## config.mk

```make
export PLATFORM = sky130hd
export DESIGN_NAME = lfsr_gen_flat
export DESIGN_NICKNAME = d
export VERILOG_FILES = /design/src/rtl/lfsr_gen_if.sv /design/src/rtl/lfsr_gen.sv /design/src/flat_wrapper.sv
export SDC_FILE = /design/constraint.sdc
export NUM_CORES = 1
export LEC_CHECK = 0
export CORE_MARGIN = 5
export CORE_UTILIZATION = 49
export DETAILED_ROUTE_END_ITERATION = 16
export PLACE_DENSITY = 0.83
export SYNTH_ARGS = -nofsm -noshare
export SYNTH_HDL_FRONTEND = slang
export SYNTH_SLANG_ARGS = --single-unit
```

## constraint.sdc

```tcl
create_clock -name clock -period 2 [get_ports clock]
set_input_delay 0.2 -clock clock [delete_from_list [all_inputs] [get_ports clock]]
set_output_delay 0.2 -clock clock [all_outputs]
set_load 0.01 [all_outputs]
```

## src/rtl/lfsr_gen_if.sv

```systemverilog
// Random-word handshake between lfsr_gen and its consumer.
// Master drives the word and valid; slave returns ready.
interface lfsr_gen_if #(
  parameter int OUT_BITS = 4
);
  logic [OUT_BITS-1:0] rnd_word;
  logic                rnd_valid;
  logic                rnd_ready;

  modport master (
    output rnd_word,
    output rnd_valid,
    input  rnd_ready
  );

  modport slave (
    input  rnd_word,
    input  rnd_valid,
    output rnd_ready
  );
endinterface

```

## src/rtl/lfsr_gen.sv

```systemverilog
// Galois LFSR random-word source with seed loading and handshake.
// Define LFSR_GEN_WRAP_EN to build the seed register and wrap pulse.
module lfsr_gen #(
  parameter int              WIDTH    = 16,
  parameter int              OUT_BITS = 4,
  parameter logic [WIDTH-1:0] TAPS    = 16'hB400,
  parameter logic [WIDTH-1:0] SEED    = '1
) (
  input  logic             clock,
  input  logic             reset,
  input  logic             enable,
  input  logic             seed_load,
  input  logic [WIDTH-1:0] seed_in,
  lfsr_gen_if.master       rnd,
  output logic [WIDTH-1:0] lfsr_state,
  output logic             seed_err,
  output logic             wrap
);

  localparam int CW = (OUT_BITS > 1) ? $clog2(OUT_BITS) : 1;
  localparam logic [CW-1:0] LAST = CW'(OUT_BITS - 1);

  typedef enum logic {
    FILL,
    HOLD
  } state_e;

  state_e              st_q, st_d;
  logic [WIDTH-1:0]    lfsr_q, lfsr_d;
  logic [CW-1:0]       cnt_q, cnt_d;
  logic [OUT_BITS-1:0] word_q, word_d;
  logic [OUT_BITS-1:0] rword_q, rword_d;
  logic                valid_q, valid_d;
  logic                err_q, err_d;
  logic                step;
  logic [WIDTH-1:0]    seed_eff;
  logic [WIDTH-1:0]    stepped;
  logic [OUT_BITS:0]   shift_in;
  logic [OUT_BITS-1:0] shifted;

  always_comb begin
    stepped  = (lfsr_q >> 1) ^ (lfsr_q[0] ? TAPS : '0);
    shift_in = {lfsr_q[0], word_q};
    shifted  = shift_in[OUT_BITS:1];
    seed_eff = (seed_in == '0) ? SEED : seed_in;
  end

  always_comb begin
    st_d    = st_q;
    lfsr_d  = lfsr_q;
    cnt_d   = cnt_q;
    word_d  = word_q;
    rword_d = rword_q;
    valid_d = valid_q;
    err_d   = err_q;
    step    = 1'b0;
    if (seed_load) begin
      lfsr_d  = seed_eff;
      err_d   = (seed_in == '0);
      cnt_d   = '0;
      word_d  = '0;
      valid_d = 1'b0;
      st_d    = FILL;
    end else begin
      unique case (st_q)
        FILL: begin
          if (enable) begin
            step   = 1'b1;
            lfsr_d = stepped;
            word_d = shifted;
            if (cnt_q == LAST) begin
              rword_d = shifted;
              valid_d = 1'b1;
              cnt_d   = '0;
              st_d    = HOLD;
            end else begin
              cnt_d = cnt_q + 1'b1;
            end
          end
        end
        HOLD: begin
          if (valid_q && rnd.rnd_ready) begin
            valid_d = 1'b0;
            st_d    = FILL;
          end
        end
        default: st_d = FILL;
      endcase
    end
  end

  always_ff @(posedge clock or negedge reset) begin
    if (!reset) begin
      st_q    <= FILL;
      lfsr_q  <= SEED;
      cnt_q   <= '0;
      word_q  <= '0;
      rword_q <= '0;
      valid_q <= 1'b0;
      err_q   <= 1'b0;
    end else begin
      st_q    <= st_d;
      lfsr_q  <= lfsr_d;
      cnt_q   <= cnt_d;
      word_q  <= word_d;
      rword_q <= rword_d;
      valid_q <= valid_d;
      err_q   <= err_d;
    end
  end

`ifdef LFSR_GEN_WRAP_EN
  logic [WIDTH-1:0] seed_q, seed_d;
  logic             wrap_q, wrap_d;

  // Wrap compares against the seed the current sequence started from.
  always_comb begin
    seed_d = seed_load ? seed_eff : seed_q;
    wrap_d = step && (lfsr_d == seed_q);
  end

  always_ff @(posedge clock or negedge reset) begin
    if (!reset) begin
      seed_q <= SEED;
      wrap_q <= 1'b0;
    end else begin
      seed_q <= seed_d;
      wrap_q <= wrap_d;
    end
  end

  assign wrap = wrap_q;
`else
  assign wrap = 1'b0;
`endif

  assign rnd.rnd_word  = rword_q;
  assign rnd.rnd_valid = valid_q;
  assign lfsr_state    = lfsr_q;
  assign seed_err      = err_q;

endmodule

```

## src/flat_wrapper.sv

```systemverilog
// flat-port wrapper written by rule: the top's interface ports become plain ports
module lfsr_gen_flat 
#(
  parameter int              WIDTH    = 16,
  parameter int              OUT_BITS = 4,
  parameter logic [WIDTH-1:0] TAPS    = 16'hB400,
  parameter logic [WIDTH-1:0] SEED    = '1
)
  (clock, reset, enable, seed_load, seed_in, lfsr_state, seed_err, wrap, rnd_rnd_word, rnd_rnd_valid, rnd_rnd_ready);
  lfsr_gen_if #(.OUT_BITS(OUT_BITS)) rnd_i ();
  input  logic clock;
  input  logic reset;
  input  logic enable;
  input  logic seed_load;
  input  logic [WIDTH-1:0] seed_in;
  output logic [WIDTH-1:0] lfsr_state;
  output logic seed_err;
  output logic wrap;
  output wire logic [$bits(rnd_i.rnd_word)-1:0] rnd_rnd_word;
  output wire logic [$bits(rnd_i.rnd_valid)-1:0] rnd_rnd_valid;
  input wire logic [$bits(rnd_i.rnd_ready)-1:0] rnd_rnd_ready;
  assign rnd_rnd_word = rnd_i.rnd_word;
  assign rnd_rnd_valid = rnd_i.rnd_valid;
  assign rnd_i.rnd_ready = rnd_rnd_ready;
  lfsr_gen #(.WIDTH(WIDTH), .OUT_BITS(OUT_BITS), .TAPS(TAPS), .SEED(SEED)) u_core (.clock(clock), .reset(reset), .enable(enable), .seed_load(seed_load), .seed_in(seed_in), .rnd(rnd_i), .lfsr_state(lfsr_state), .seed_err(seed_err), .wrap(wrap));
endmodule
```

==> metrics.cfg <==
[outcome]
run_status=finished, final reports clean

[logic_synthesis]
synth_cells=131
synth_area_leaders=dfstp_2 (30%), dfrtp_1 (21%), mux2_2 (11%)
synth.net_count=153
synth.distinct_cells=30
avgSynthCellArea_um2=10.86
async_flop_share_pct=100.0
ys_top_cells_by_count=nand2_1 (27), dfstp_2 (16), mux2_2 (14)
yosys.area.top_type=dfstp_2
synth_warnings=0
synth_flop_cell=dfstp_2
synth_edf_count=0
ys_seq_elements=28
synth_top_area_share_pct=29.55
synth_most_common_cell=nand2_1
seq_area_frac_synth_pct=50.66
syn_area_mm2=0.001423

[clock_tree]
path_clk_slew_ps=150
cts.sinks=28
ctsHtreeMaxLevel=1
postCtsSetupBuffers=0
cts_buffers=3
hold_buffers=0
cts_tree=built
clockBufferDepth=2
cts-root-buf=clkbuf_4
worstSkewPairLatency_ps=320
postCtsResizedCells=0

[detailed_routing]
finalWirelength_um=3248
routedWlPerCell_um=15.69
drt_iter0_drc=43
viasPerCell=5.357
drtPass1Iterations=4
final_antenna_net_count=0
route.detailed.drc=0
vias=1109

[global_route]
grt_max_degree=29
grt_pass1_vias=1232
grt_pass1_wl_um=5533
grt_antenna_before_repair=0
grt-ovfl-total=0
grt_usage_pct=16.62

[placement]
gp_congestion=0.8084
hpwl_um=2495
io_buffer_count=42
dp_cells=203
pre_cts_ws_ps=176.9
placed_area_mm2=0.001893

[timing]
fin_tns_setup_ps=0
skew_ps=5.379
worst_slack_ps=250.3
fin_crit_ps=1750
final-max-slew-violation-count=0
finalCritPeriodShare_pct=87.49
fmax_mhz=571.5
grt_setup_unrepaired=no
hold_violations=0
finalSetupViolations=0

[setup_path]
slowest_stage=dfstp_2
required_ps=1800
crit_path_max_fanout=7
cp-start-kind=flop
path_buf_inv=1
path_cells=clkdlybuf4s50_1
crit_family=flip-flops
critical_path.startpoint=u_core.lfsr_state[0]
max_stage_delay_ps=660
cp.arrival_ps=1550
crit_type=flop to output pin
r2r-start=u_core.st_q
cp-end-kind=output pin

[cells_and_area]
fin_cells=207
area_delta_synth_final_pct=36.76
stdcell_area_mm2=0.001946
drive_above_1_share_pct=27.27
antenna_cells=0
fin_nets=199

[run]
max_cap_viol_count=0

[power]
cellLeakagePower_nw=0.8668
powerDensity_mw_per_mm2=716.8
peakVddDrop_uv=571.2

[floorplanning]
pin_count=44
dieArea_mm2=0.004081
initial_core_util_pct=51.15
rows=19
dieHeight_um=63.88
fp.dieW_um=63.88
coreArea_mm2=0.002781

[min_path]
hold_class=input pin to async pin

layout make-up:
type / count / area [um^2]
fill: 213 / 835.8
inverter: 2 / 7.507
sequential: 28 / 720.7
timing repair buffer: 50 / 480.5
tap: 31 / 38.79
clock inverter: 1 / 30.03
clock buffer: 3 / 22.52
multi-input combinational: 92 / 645.6
power by group:
group | switching, W | internal (W) | leakage, nW | total, W
Clock | 0.000163 | 0.000202 | 0.0279 | 0.000366
Sequential | 0.0000438 | 0.000649 | 0.333 | 0.000692
Combinational | 0.000138 | 0.000199 | 0.506 | 0.000337
path summary, 6_finish.rpt:
kind | endpoint | slack, ps | cells past startpoint
min in group clock | u_core.lfsr_state[10] | 430 | 3
hold / removal | u_core.seed_err | 230 | 2
setup reg to reg | u_core.lfsr_state[11] | 580 | 5
setup / recovery | lfsr_state[0] | 250 | 1
max in group asynchronous | u_core.lfsr_state[6] | 1460 | 2
hold reg to reg | u_core.rnd.rnd_word[1] | 510 | 1
metrics by stage:
step / utilization [%] / hold slack [ps] / total power, W
after global routing: 69.95 / 230.9 / 0.001478
final: 69.95 / 228.2 / 0.001395
after detailed placement: 68.06 / 479.8 / 0.001040
after floorplan: - / -95.59 / 0.0008517
after global placement: 68.06 / 471.6 / 0.001029
after CTS: 69.95 / 230.1 / 0.001411
layer usage:
layer	global-route usage [%]	vias up	wire, um
li1	-	539	-
met1	20.36	535	1345
met2	29.90	31	1721
met3	2.452	4	144
met4	4.935	0	36
met5	0	-	0
cell families (layout without fill, tap and decap cells):
group                    count (synthesis)  after routing  share of synthesized area (%)
AO/OA/AOI/OAI                           16             16                          6.860
XOR/XNOR                                 3              3                          1.847
adder cells (fa/ha/maj)                  1              1                         0.8794
buffers and inverters                   11             56                          3.957
flip-flops                              28             28                          50.66
multiplexers                            27             27                          20.40
other                                    1              1                         0.2636
AND/OR/NAND/NOR                         44             44                          15.13
state kept, by name, indices dropped and copies added, names as in the netlist:
name                  cells
u_core.word_q             3
u_core.rnd.rnd_word       4
u_core.rnd.rnd_valid      1
u_core.cnt_q              2
u_core.st_q               1
u_core.lfsr_state        16
u_core.seed_err           1
cells in the final DEF, fill, tap and decap left out, types with 3 or more instances in the layout:
cell type | Yosys | final
clkdlybuf4s50_1 | 0 | 42
clkbuf_4 | 0 | 3
o211ai_1 | 3 | 3
nand2_1 | 27 | 27
buf_4 | 1 | 8
nor2_1 | 6 | 6
o21ai_0 | 5 | 5
dfrtp_1 | 12 | 12
dfstp_2 | 16 | 16
a21oi_1 | 5 | 5
mux2i_1 | 11 | 11
xor2_1 | 3 | 3
mux2_2 | 14 | 14
Note: power is estimated with default switching activity, not from simulation.
